### src/rtl/dac_serial_receiver_pkg.sv
// Shared definitions for the DAC serial link receiver.
// Holds the default frame geometry, the power-down field position and the
// receiver state encoding. The transmitter uses the same field positions.
package dac_serial_receiver_pkg;

    localparam int FRAME_BITS_DEF  = 16;
    localparam int DATA_BITS_DEF   = 12;
    localparam int SYNC_STAGES_DEF = 2;
    localparam int CNT_BITS_DEF    = 16;

    // Power-down field occupies frame bits 13..12.
    localparam int PD_LSB  = 12;
    localparam int PD_BITS = 2;

    typedef enum logic [1:0] {
        ST_ARM   = 2'd0,
        ST_IDLE  = 2'd1,
        ST_SHIFT = 2'd2,
        ST_HOLD  = 2'd3
    } rx_state_e;

endpackage

### src/rtl/dac_serial_receiver_if.sv
// Bus bundle for the DAC serial receiver.
// Serial side : sclk, sync (active-low frame strobe), din.
// Output side : data_out, pd_out, valid/frame_err pulses, busy, frame_cnt,
//               plus the receiver FSM state for observation.
// Handshake   : valid and frame_err are single-cycle strobes with no back
//               pressure; data_out/pd_out/frame_cnt are stable from the cycle
//               valid is high until the next valid. The serial wires carry no
//               handshake and are oversampled asynchronously.
interface dac_serial_receiver_if #(
    parameter int DATA_BITS = 12,
    parameter int CNT_BITS  = 16
);
    import dac_serial_receiver_pkg::*;

    logic                 sclk;
    logic                 sync;
    logic                 din;
    logic [DATA_BITS-1:0] data_out;
    logic [PD_BITS-1:0]   pd_out;
    logic                 valid;
    logic                 frame_err;
    logic                 busy;
    logic [CNT_BITS-1:0]  frame_cnt;
    rx_state_e            state;

    // Transmitter / consumer side.
    modport master (
        output sclk, sync, din,
        input  data_out, pd_out, valid, frame_err, busy, frame_cnt, state
    );

    // Receiver side.
    modport slave (
        input  sclk, sync, din,
        output data_out, pd_out, valid, frame_err, busy, frame_cnt, state
    );

endinterface

### src/rtl/dac_serial_receiver_sync_edge_det.sv
// Multi-flop synchronizer with a registered-history edge detector.
// Ports:
//   clk_i, rst_i : system clock, async active-high reset
//   d_i          : asynchronous input wire
//   q_o          : synchronized level (last synchronizer stage)
//   rise_o       : high for one clk when q_o went 0 -> 1
//   fall_o       : high for one clk when q_o went 1 -> 0
module sync_edge_det #(
    parameter int STAGES = 2
) (
    input  logic clk_i,
    input  logic rst_i,
    input  logic d_i,
    output logic q_o,
    output logic rise_o,
    output logic fall_o
);

    logic [STAGES-1:0] sync_q;
    logic              prev_q;

    always_ff @(posedge clk_i or posedge rst_i) begin
        if (rst_i) begin
            sync_q <= '0;
            prev_q <= 1'b0;
        end else begin
            sync_q <= {sync_q[STAGES-2:0], d_i};
            prev_q <= sync_q[STAGES-1];
        end
    end

    assign q_o    = sync_q[STAGES-1];
    // Compare against the previous synchronized sample held in prev_q.
    assign rise_o = sync_q[STAGES-1] & ~prev_q;
    assign fall_o = ~sync_q[STAGES-1] & prev_q;

endmodule

### src/rtl/dac_serial_receiver.sv
// Receiver for the 3-wire DAC serial link (sync, sclk, din).
// Oversamples the wires on clk, deframes FRAME_BITS-bit MSB-first words and
// presents the sample and power-down field with a one-cycle valid strobe.
// Aborted frames (sync rising early) give a one-cycle frame_err strobe.
// Ports:
//   clk, rst : system clock (>= 4x sclk), async active-high reset
//   bus      : slave modport carrying the serial wires and all outputs
module dac_serial_receiver
    import dac_serial_receiver_pkg::*;
#(
    parameter int FRAME_BITS  = FRAME_BITS_DEF,
    parameter int DATA_BITS   = DATA_BITS_DEF,
    parameter int SYNC_STAGES = SYNC_STAGES_DEF,
    parameter int CNT_BITS    = CNT_BITS_DEF
) (
    input  logic                  clk,
    input  logic                  rst,
    dac_serial_receiver_if.slave  bus
);

    localparam int BCW = $clog2(FRAME_BITS + 1);

    logic sclk_lvl, sclk_rise, sclk_fall;
    logic sync_lvl, sync_rise, sync_fall;
    logic din_lvl;

    sync_edge_det #(.STAGES(SYNC_STAGES)) u_sclk_det (
        .clk_i  (clk),
        .rst_i  (rst),
        .d_i    (bus.sclk),
        .q_o    (sclk_lvl),
        .rise_o (sclk_rise),
        .fall_o (sclk_fall)
    );

    sync_edge_det #(.STAGES(SYNC_STAGES)) u_sync_det (
        .clk_i  (clk),
        .rst_i  (rst),
        .d_i    (bus.sync),
        .q_o    (sync_lvl),
        .rise_o (sync_rise),
        .fall_o (sync_fall)
    );

    // din gets the same depth as sclk so its sampled value lines up with
    // the detected sclk fall.
    logic [SYNC_STAGES-1:0] din_sync_q;

    always_ff @(posedge clk or posedge rst) begin
        if (rst) begin
            din_sync_q <= '0;
        end else begin
            din_sync_q <= {din_sync_q[SYNC_STAGES-2:0], bus.din};
        end
    end

    assign din_lvl = din_sync_q[SYNC_STAGES-1];

    rx_state_e             state_q;
    logic [BCW-1:0]        bit_cnt_q;
    logic [FRAME_BITS-1:0] shift_q;
    logic [DATA_BITS-1:0]  data_q;
    logic [PD_BITS-1:0]    pd_q;
    logic                  valid_q;
    logic                  err_q;
    logic [CNT_BITS-1:0]   cnt_q;

    always_ff @(posedge clk or posedge rst) begin
        if (rst) begin
            state_q   <= ST_ARM;
            bit_cnt_q <= '0;
            shift_q   <= '0;
            data_q    <= '0;
            pd_q      <= '0;
            valid_q   <= 1'b0;
            err_q     <= 1'b0;
            cnt_q     <= '0;
        end else begin
            valid_q <= 1'b0;
            err_q   <= 1'b0;
            case (state_q)
                // A sync already low at reset release must not start a frame.
                ST_ARM: begin
                    if (sync_lvl) begin
                        state_q <= ST_IDLE;
                    end
                end
                ST_IDLE: begin
                    if (sync_fall) begin
                        bit_cnt_q <= '0;
                        state_q   <= ST_SHIFT;
                    end
                end
                ST_SHIFT: begin
                    if (bit_cnt_q == BCW'(FRAME_BITS)) begin
                        valid_q <= 1'b1;
                        data_q  <= shift_q[DATA_BITS-1:0];
                        pd_q    <= shift_q[PD_LSB +: PD_BITS];
                        cnt_q   <= cnt_q + 1'b1;
                        // A sync rise landing on the commit cycle still closes
                        // the frame, so skip HOLD rather than wait for another.
                        state_q <= sync_rise ? ST_IDLE : ST_HOLD;
                    end else if (sync_rise) begin
                        // Checked before sclk_fall: a rise coinciding with the
                        // last fall aborts the frame.
                        err_q   <= 1'b1;
                        state_q <= ST_IDLE;
                    end else if (sclk_fall) begin
                        shift_q   <= {shift_q[FRAME_BITS-2:0], din_lvl};
                        bit_cnt_q <= bit_cnt_q + 1'b1;
                    end
                end
                ST_HOLD: begin
                    // Surplus sclk falls are ignored here.
                    if (sync_rise) begin
                        state_q <= ST_IDLE;
                    end
                end
                default: state_q <= ST_ARM;
            endcase
        end
    end

    assign bus.data_out  = data_q;
    assign bus.pd_out    = pd_q;
    assign bus.valid     = valid_q;
    assign bus.frame_err = err_q;
    assign bus.busy      = (state_q == ST_SHIFT);
    assign bus.frame_cnt = cnt_q;
    assign bus.state     = state_q;

endmodule

### src/flat_wrapper.sv
// flat-port wrapper written by rule: the top's interface ports become plain ports
module dac_serial_receiver_flat import dac_serial_receiver_pkg::*;
#(
    parameter int FRAME_BITS  = FRAME_BITS_DEF,
    parameter int DATA_BITS   = DATA_BITS_DEF,
    parameter int SYNC_STAGES = SYNC_STAGES_DEF,
    parameter int CNT_BITS    = CNT_BITS_DEF
)
  (clk, rst, bus_sclk, bus_sync, bus_din, bus_data_out, bus_pd_out, bus_valid, bus_frame_err, bus_busy, bus_frame_cnt, bus_state);
  dac_serial_receiver_if #(.DATA_BITS(DATA_BITS), .CNT_BITS(CNT_BITS)) bus_i ();
  input  logic clk;
  input  logic rst;
  input wire logic [$bits(bus_i.sclk)-1:0] bus_sclk;
  input wire logic [$bits(bus_i.sync)-1:0] bus_sync;
  input wire logic [$bits(bus_i.din)-1:0] bus_din;
  output wire logic [$bits(bus_i.data_out)-1:0] bus_data_out;
  output wire logic [$bits(bus_i.pd_out)-1:0] bus_pd_out;
  output wire logic [$bits(bus_i.valid)-1:0] bus_valid;
  output wire logic [$bits(bus_i.frame_err)-1:0] bus_frame_err;
  output wire logic [$bits(bus_i.busy)-1:0] bus_busy;
  output wire logic [$bits(bus_i.frame_cnt)-1:0] bus_frame_cnt;
  output wire logic [$bits(bus_i.state)-1:0] bus_state;
  assign bus_i.sclk = bus_sclk;
  assign bus_i.sync = bus_sync;
  assign bus_i.din = bus_din;
  assign bus_data_out = bus_i.data_out;
  assign bus_pd_out = bus_i.pd_out;
  assign bus_valid = bus_i.valid;
  assign bus_frame_err = bus_i.frame_err;
  assign bus_busy = bus_i.busy;
  assign bus_frame_cnt = bus_i.frame_cnt;
  assign bus_state = bus_i.state;
  dac_serial_receiver #(.FRAME_BITS(FRAME_BITS), .DATA_BITS(DATA_BITS), .SYNC_STAGES(SYNC_STAGES), .CNT_BITS(CNT_BITS)) u_core (.clk(clk), .rst(rst), .bus(bus_i));
endmodule
### config.mk
export PLATFORM = sky130hd
export DESIGN_NAME = dac_serial_receiver_flat
export DESIGN_NICKNAME = d
export VERILOG_FILES = /design/src/rtl/dac_serial_receiver_pkg.sv /design/src/rtl/dac_serial_receiver_if.sv /design/src/rtl/dac_serial_receiver_sync_edge_det.sv /design/src/rtl/dac_serial_receiver.sv /design/src/flat_wrapper.sv
export SDC_FILE = /design/constraint.sdc
export NUM_CORES = 1
export LEC_CHECK = 0
export CAP_MARGIN = 25
export CELL_PAD_IN_SITES_DETAIL_PLACEMENT = 0
export CELL_PAD_IN_SITES_GLOBAL_PLACEMENT = 2
export CORE_MARGIN = 2
export CORE_UTILIZATION = 35
export CTS_CLUSTER_SIZE = 30
export DETAILED_ROUTE_END_ITERATION = 10
export GPL_TIMING_DRIVEN = 0
export HOLD_SLACK_MARGIN = 0.15
export PLACE_DENSITY = 0.8
export RECOVER_POWER = 50
export SLEW_MARGIN = 20
export SYNTH_ARGS = -nofsm -noshare
export SYNTH_HDL_FRONTEND = slang
export SYNTH_HIERARCHICAL = 1
export SYNTH_SLANG_ARGS = --single-unit
### constraint.sdc
create_clock -name clk -period 2.5 [get_ports clk]
set_clock_uncertainty 0.2 [all_clocks]
set_input_delay 0.5 -clock clk [delete_from_list [all_inputs] [get_ports clk]]
set_output_delay 0.5 -clock clk [all_outputs]
set_load 0.02 [all_outputs]
# Yosys cells after proc, flatten, opt, wreduce, memory -nomap -nowiden
# Cells that the tools add are included.
[word_totals] register_bits=61 in_bits=5 output_inout_bits=35 word_cells=54
[op_classes] addsub=2 n_eq_ne=9 muxes=16 bitwise_logic=8 n_reduce_logical=6
[ops] cell="$mux 5" n=4
[ops] cell="$add 16x1->16 const B" n=1
[ops] cell="$mux 2" n=5
[ops] cell="$pmux 5 s2" n=1
[ops] cell="$pmux 2 s4" n=1
[ops] cell="$ne 2x2->1 const B" n=3
[ops] cell="$add 5x1->5 const B" n=1
[ops] cell="$eq 5x5->1 const B" n=1
[ops] cell="$mux 1" n=5
[ops] cell="$not 1->1" n=5
[ops] cell="$reduce_and 5->1" n=1
[ops] cell="$eq 2x2->1 const B" n=2
[ops] cell="$ne 2x1->1 const B" n=2
[ops] cell="$reduce_and 2->1" n=2
[ops] cell="$reduce_and 4->1" n=1
[ops] cell="$and 1x1->1" n=3
[ops] cell="$eq 2x1->1 const B" n=1
[ops] cell="$logic_not 2->1" n=1
[ops] cell="$reduce_bool 2->1" n=1

# Depth between registers and ports, before layout
# Gate-level depths: netlist (run 1).
[logic_depth] ltp_word=6 depth_mapped=8 ltp_nobuf=7

# Hierarchy
# The synthesis (run 1) kept the hierarchy.
[by_module_without_submodules] mod="dac_serial_receiver" n_inst=1 cells_per_inst=200 area_each_um2=2308.5 seq_area_each_um2=1376.3
[by_module_without_submodules] mod="sync_edge_det" n_inst=2 cells_per_inst=6 area_each_um2=93.8 seq_area_each_um2=75.1

# Worst setup path after synthesis (run 1)
# Ideal clock, no wire load.
[synth_timing] path_kind="register -> register" start="register u_core.state_q[0], in the netlist u_core/bus.state[0]" end="register u_core.cnt_q[10], in the netlist u_core/bus.frame_cnt[10]" setup_ns=0.080 t_arrival_ns=1.495 t_required_ns=2.220 setup_slack_ns=0.726 stages_incl_launch_ff=7 path_buffers=1 synth_period_minus_slack_ns=1.774 path_cell_list="dfrtp_1 -> nand2b_4 -> inv_1 -> nand2_4 -> buf_6 -> nor3_1 -> xor2_1"
[synth_via] elab_chain_cells=2
[synth_rtl] element="start: declaration" line_no="dac_serial_receiver.sv:59" rtl="rx_state_e state_q;"
[synth_rtl] element="start signal: assignment" line_no="dac_serial_receiver.sv:102" rtl="state_q <= sync_rise ? ST_IDLE : ST_HOLD;"
[synth_rtl] element="$eq 2x2->1"
[synth_rtl] element="via bus_busy" line_no="flat_wrapper.sv:20" rtl="output wire logic [$bits(bus_i.busy)-1:0] bus_busy;"
[synth_rtl] element="$reduce_and 2->1 (no line)"
[synth_rtl] element="end signal: assignment" line_no="dac_serial_receiver.sv:99" rtl="cnt_q <= cnt_q + 1'b1;"
[synth_rtl] element="end: declaration" line_no="dac_serial_receiver.sv:66" rtl="logic [CNT_BITS-1:0] cnt_q;"
# The timed path passes the listed nets, and every way through them passes these cells.
# A chain may end at the register's enable or synchronous reset.

# Worst setup path in the final report (run 1)
[layout_timing] start="register u_core.bit_cnt_q[0]" end="register u_core.shift_q[0]"
[layout_via] elab_chain_cells=3
[layout_rtl] element="start: declaration" line_no="dac_serial_receiver.sv:60" rtl="logic [BCW-1:0] bit_cnt_q;"
[layout_rtl] element="start signal: assignment" line_no="dac_serial_receiver.sv:110" rtl="bit_cnt_q <= bit_cnt_q + 1'b1;"
[layout_rtl] element="$eq 5x5->1" line_no="dac_serial_receiver.sv:95" rtl="if (bit_cnt_q == BCW'(FRAME_BITS)) begin"
[layout_rtl] element="$not 1->1 (no line)"
[layout_rtl] element="$reduce_and 4->1 (no line)"
[layout_rtl] element="end signal: assignment" line_no="dac_serial_receiver.sv:109" rtl="shift_q <= {shift_q[FRAME_BITS-2:0], din_lvl};"
[layout_rtl] element="end: declaration" line_no="dac_serial_receiver.sv:61" rtl="logic [FRAME_BITS-1:0] shift_q;"
# No other way between the ends.

==> summary.md, run 1 <==
| Metric | Value |
|---|---|
| Core ar. | `0.006832 mm2` |
| Ys Warns | `6` |
| Vias in the first global route | `1648` |
| Met2 usage | `19.21%` |
| CTS Sinks | `61` |
| Req. time, crit path | `2.51 ns` |
| CP cell instances | `inv_1 > ha_1 > nand4bb_1 > nand2_4 > buf_6 > mux2_2` |
| Synth Cell Area | `0.002490 mm2` |
| Final Power | `2.077 mW` |
| Setup crit start kind | `flip-flop` |
| Htree depth | `3` |
| Met3 Use GR | `3.172%` |
| DP HPWL | `2946 um` |
| Buf/Inv on CP | `2` |
| Via-to-Cell Ratio | `4.486` |
| Worst hold-check path type | `flip-flop to flip-flop` |
| I/O pin cnt | `40` |
| First-pass GRT wire length | `7817 um` |
| Longest Clk Path Bufs | `2` |
| Slew headroom | `22.78%` |
| Maximum VDD drop | `0.2512 mV` |
| CTS tree | `built` |
| Utilization after layout | `46.06%` |
| Outcome | `completed` |
| Top Usage Layer GRT | `met2` |
| Pleak | `1.556 nW` |
| Avg Cell Area, Syn | `11.80 um2` |
| Syn nets | `219` |
| Crit path largest cell delay | `0.42 ns` |
| Final Hold Fails | `0` |
| Clk Tree Root Cell | `clkbuf_8` |
| Largest net degree at the start of global routing | `56` |
| Final period utilization | `86.02%` |
| Actual slew at the worst max-slew pin | `1.157 ns` |
| Placer congestion estimate | `0.7125` |
| Die Y | `88.35 um` |
| Power density cells | `659.9 mW/mm2` |
| Starting Density | `36.45%` |
| Placed cell count | `346` |
| Drt initial violations | `59` |
| Crit path max fanout | `10` |
| Final setup fails | `0` |
| Die Wd | `88.35 um` |
| Grt total ovfl | `0` |
| Post-route cell area | `0.003147 mm2` |
| Final ANT Viol Nets | `0` |
| Die ar. | `0.007805 mm2` |
| CTS Buf Count | `9` |
| Rows | `30` |
| Routed WL per cell | `12.44 um` |
| Critical path class | `flip-flop to flip-flop` |
| All-layer global routing usage | `13.20%` |
| DR DRC count | `0` |
| Critical Path End Type | `flip-flop` |
| Crit path max-delay family | `simple AND/OR/NAND/NOR gates` |
| Number of port buffers | `39` |
| Final nets | `269` |
| Post-DP Area | `0.003003 mm2` |
| Minimum clock period | `2.151 ns` |
| Critical path's slowest cell | `dfrtp_1` |
| Vias | `1624` |
| Final Max Slew Viols | `0` |
| RSZ-0062 raised after global routing | `no` |
| Layout cells sized above 1 | `15.04%` |
| DRT Wirelength | `4503 um` |
| CTS Hold Bufs | `0` |
| Layout Cells excl Fill | `362` |
| TNS Setup | `0 ns` |
| WP data arrival | `2.16 ns` |
| Antenna violations before repair | `0` |
| Clock transition at path regs | `0.07 ns` |
| Area grow syn2layout | `26.38%` |
| Achievable Freq | `0.4650 GHz` |
| # Max-Cap Violations | `0` |
| Synth Instances | `211` |
| Met1 Use GR | `18.11%` |
| First-pass DRT Iterations | `4` |
| Ant. Diodes | `0` |
| Clock Latency Late Sink | `0.32 ns` |
## repair_timing
item,CTS,global route
gates resized for setup,1,0
setup endpoints to repair,1,0
endpoints found under the hold margin,0,0
setup buffers,0,0
## layout by cell type (no fill, tap or decap), types with 2 or more instances in the layout
| cell | count |
|---|---|
| and2_1 | 2 |
| and2b_2 | 2 |
| and3_1 | 2 |
| and3_2 | 2 |
| buf_2 | 2 |
| buf_6 | 2 |
| clkbuf_1 | 4 |
| clkbuf_8 | 11 |
| clkdlybuf4s50_1 | 34 |
| dfrtp_1 | 61 |
| dlygate4sd3_1 | 4 |
| ha_1 | 3 |
| inv_1 | 7 |
| mux2_2 | 14 |
| nand2_1 | 53 |
| nand3_1 | 12 |
| nor2_1 | 3 |
| nor3_1 | 4 |
| nor4_1 | 3 |
| o21ai_0 | 7 |
| xnor2_1 | 8 |
| xor2_1 | 7 |
## final timing paths
kind	cells past startpoint	slack (ns)	end	startpoint
max reg2reg	6	0.35	u_core/shift_q[0]	u_core/bit_cnt_q[0]
min in group asynchronous	2	0.33	u_core/u_sync_det/sync_q[0]	rst
min	0	0.15	u_core/u_sclk_det/sync_q[1]	u_core/u_sclk_det/sync_q[0]
max	6	0.35	u_core/shift_q[0]	u_core/bit_cnt_q[0]
min reg2reg	0	0.15	u_core/u_sclk_det/sync_q[1]	u_core/u_sclk_det/sync_q[0]
max in group asynchronous	2	0.61	u_core/bus.frame_cnt[7]	rst
## flip-flops by register name, indices dropped and copies added (netlist names)
register                  count
u_core/bus.state              2
u_core/bus.pd_out             2
u_core/bus.valid              1
u_core/bus.frame_err          1
u_core/u_sync_det/sync_q      2
u_core/din_sync_q             2
u_core/bit_cnt_q              5
u_core/bus.data_out          12
u_core/shift_q               14
u_core/bus.frame_cnt         16
u_core/u_sclk_det/prev_q      1
u_core/u_sclk_det/sync_q      2
u_core/u_sync_det/prev_q      1
## worst register-to-register path: stages, from the launching register on
cell and delay [ns]:
dfrtp_1 0.42, inv_1 0.08, ha_1 0.16, nand4bb_1 0.37
nand2_4 0.29, buf_6 0.18, mux2_2 0.35
## per-stage QoR
| stage | hold WS [ns] | worst slack [ns] |
|---|---|---|
| floorplan | 0.05364 | 0.4571 |
| global placement | 0.1327 | -0.7471 |
| CTS | 0.1541 | 0.2798 |
| global route | 0.1701 | 0.1782 |
| detailed placement | 0.1418 | 0.3819 |
| finish | 0.1507 | 0.3494 |
## metal layers
metal  vias to the layer above  wire (um)  part of all wire (%)
met1                       789       2310                    51
li1                        799          -                     -
met3                         5        159                   3.5
met5                         -          0                     0
met4                         0         43                  0.95
met2                        31       1990                    44
## final cells by class
type                    instances  area (um2)
plain buffers                   4       32.53
clock buffers                  15       166.4
flip-flops and latches         61        1526
well taps                      96       120.1
fillers                       683        3685
clock inverters                 1       5.005
repair buffers                 39       389.1
multi-input cells             137       873.3
inverters                       9       33.78
## power breakdown
part           switching (mW)  total, mW  internal, mW
Combinational           0.115      0.215         0.100
Sequential             0.0553       1.09          1.04
Clock                   0.353      0.768         0.415
Note: power is estimated with default switching activity, not from simulation.
==> run 2, diff against run 1 <==
TNS_END_PERCENT = 30   (was default)
==> results of run 2 <==
The final DEF is identical to that of run 1; final timing and power are the same.
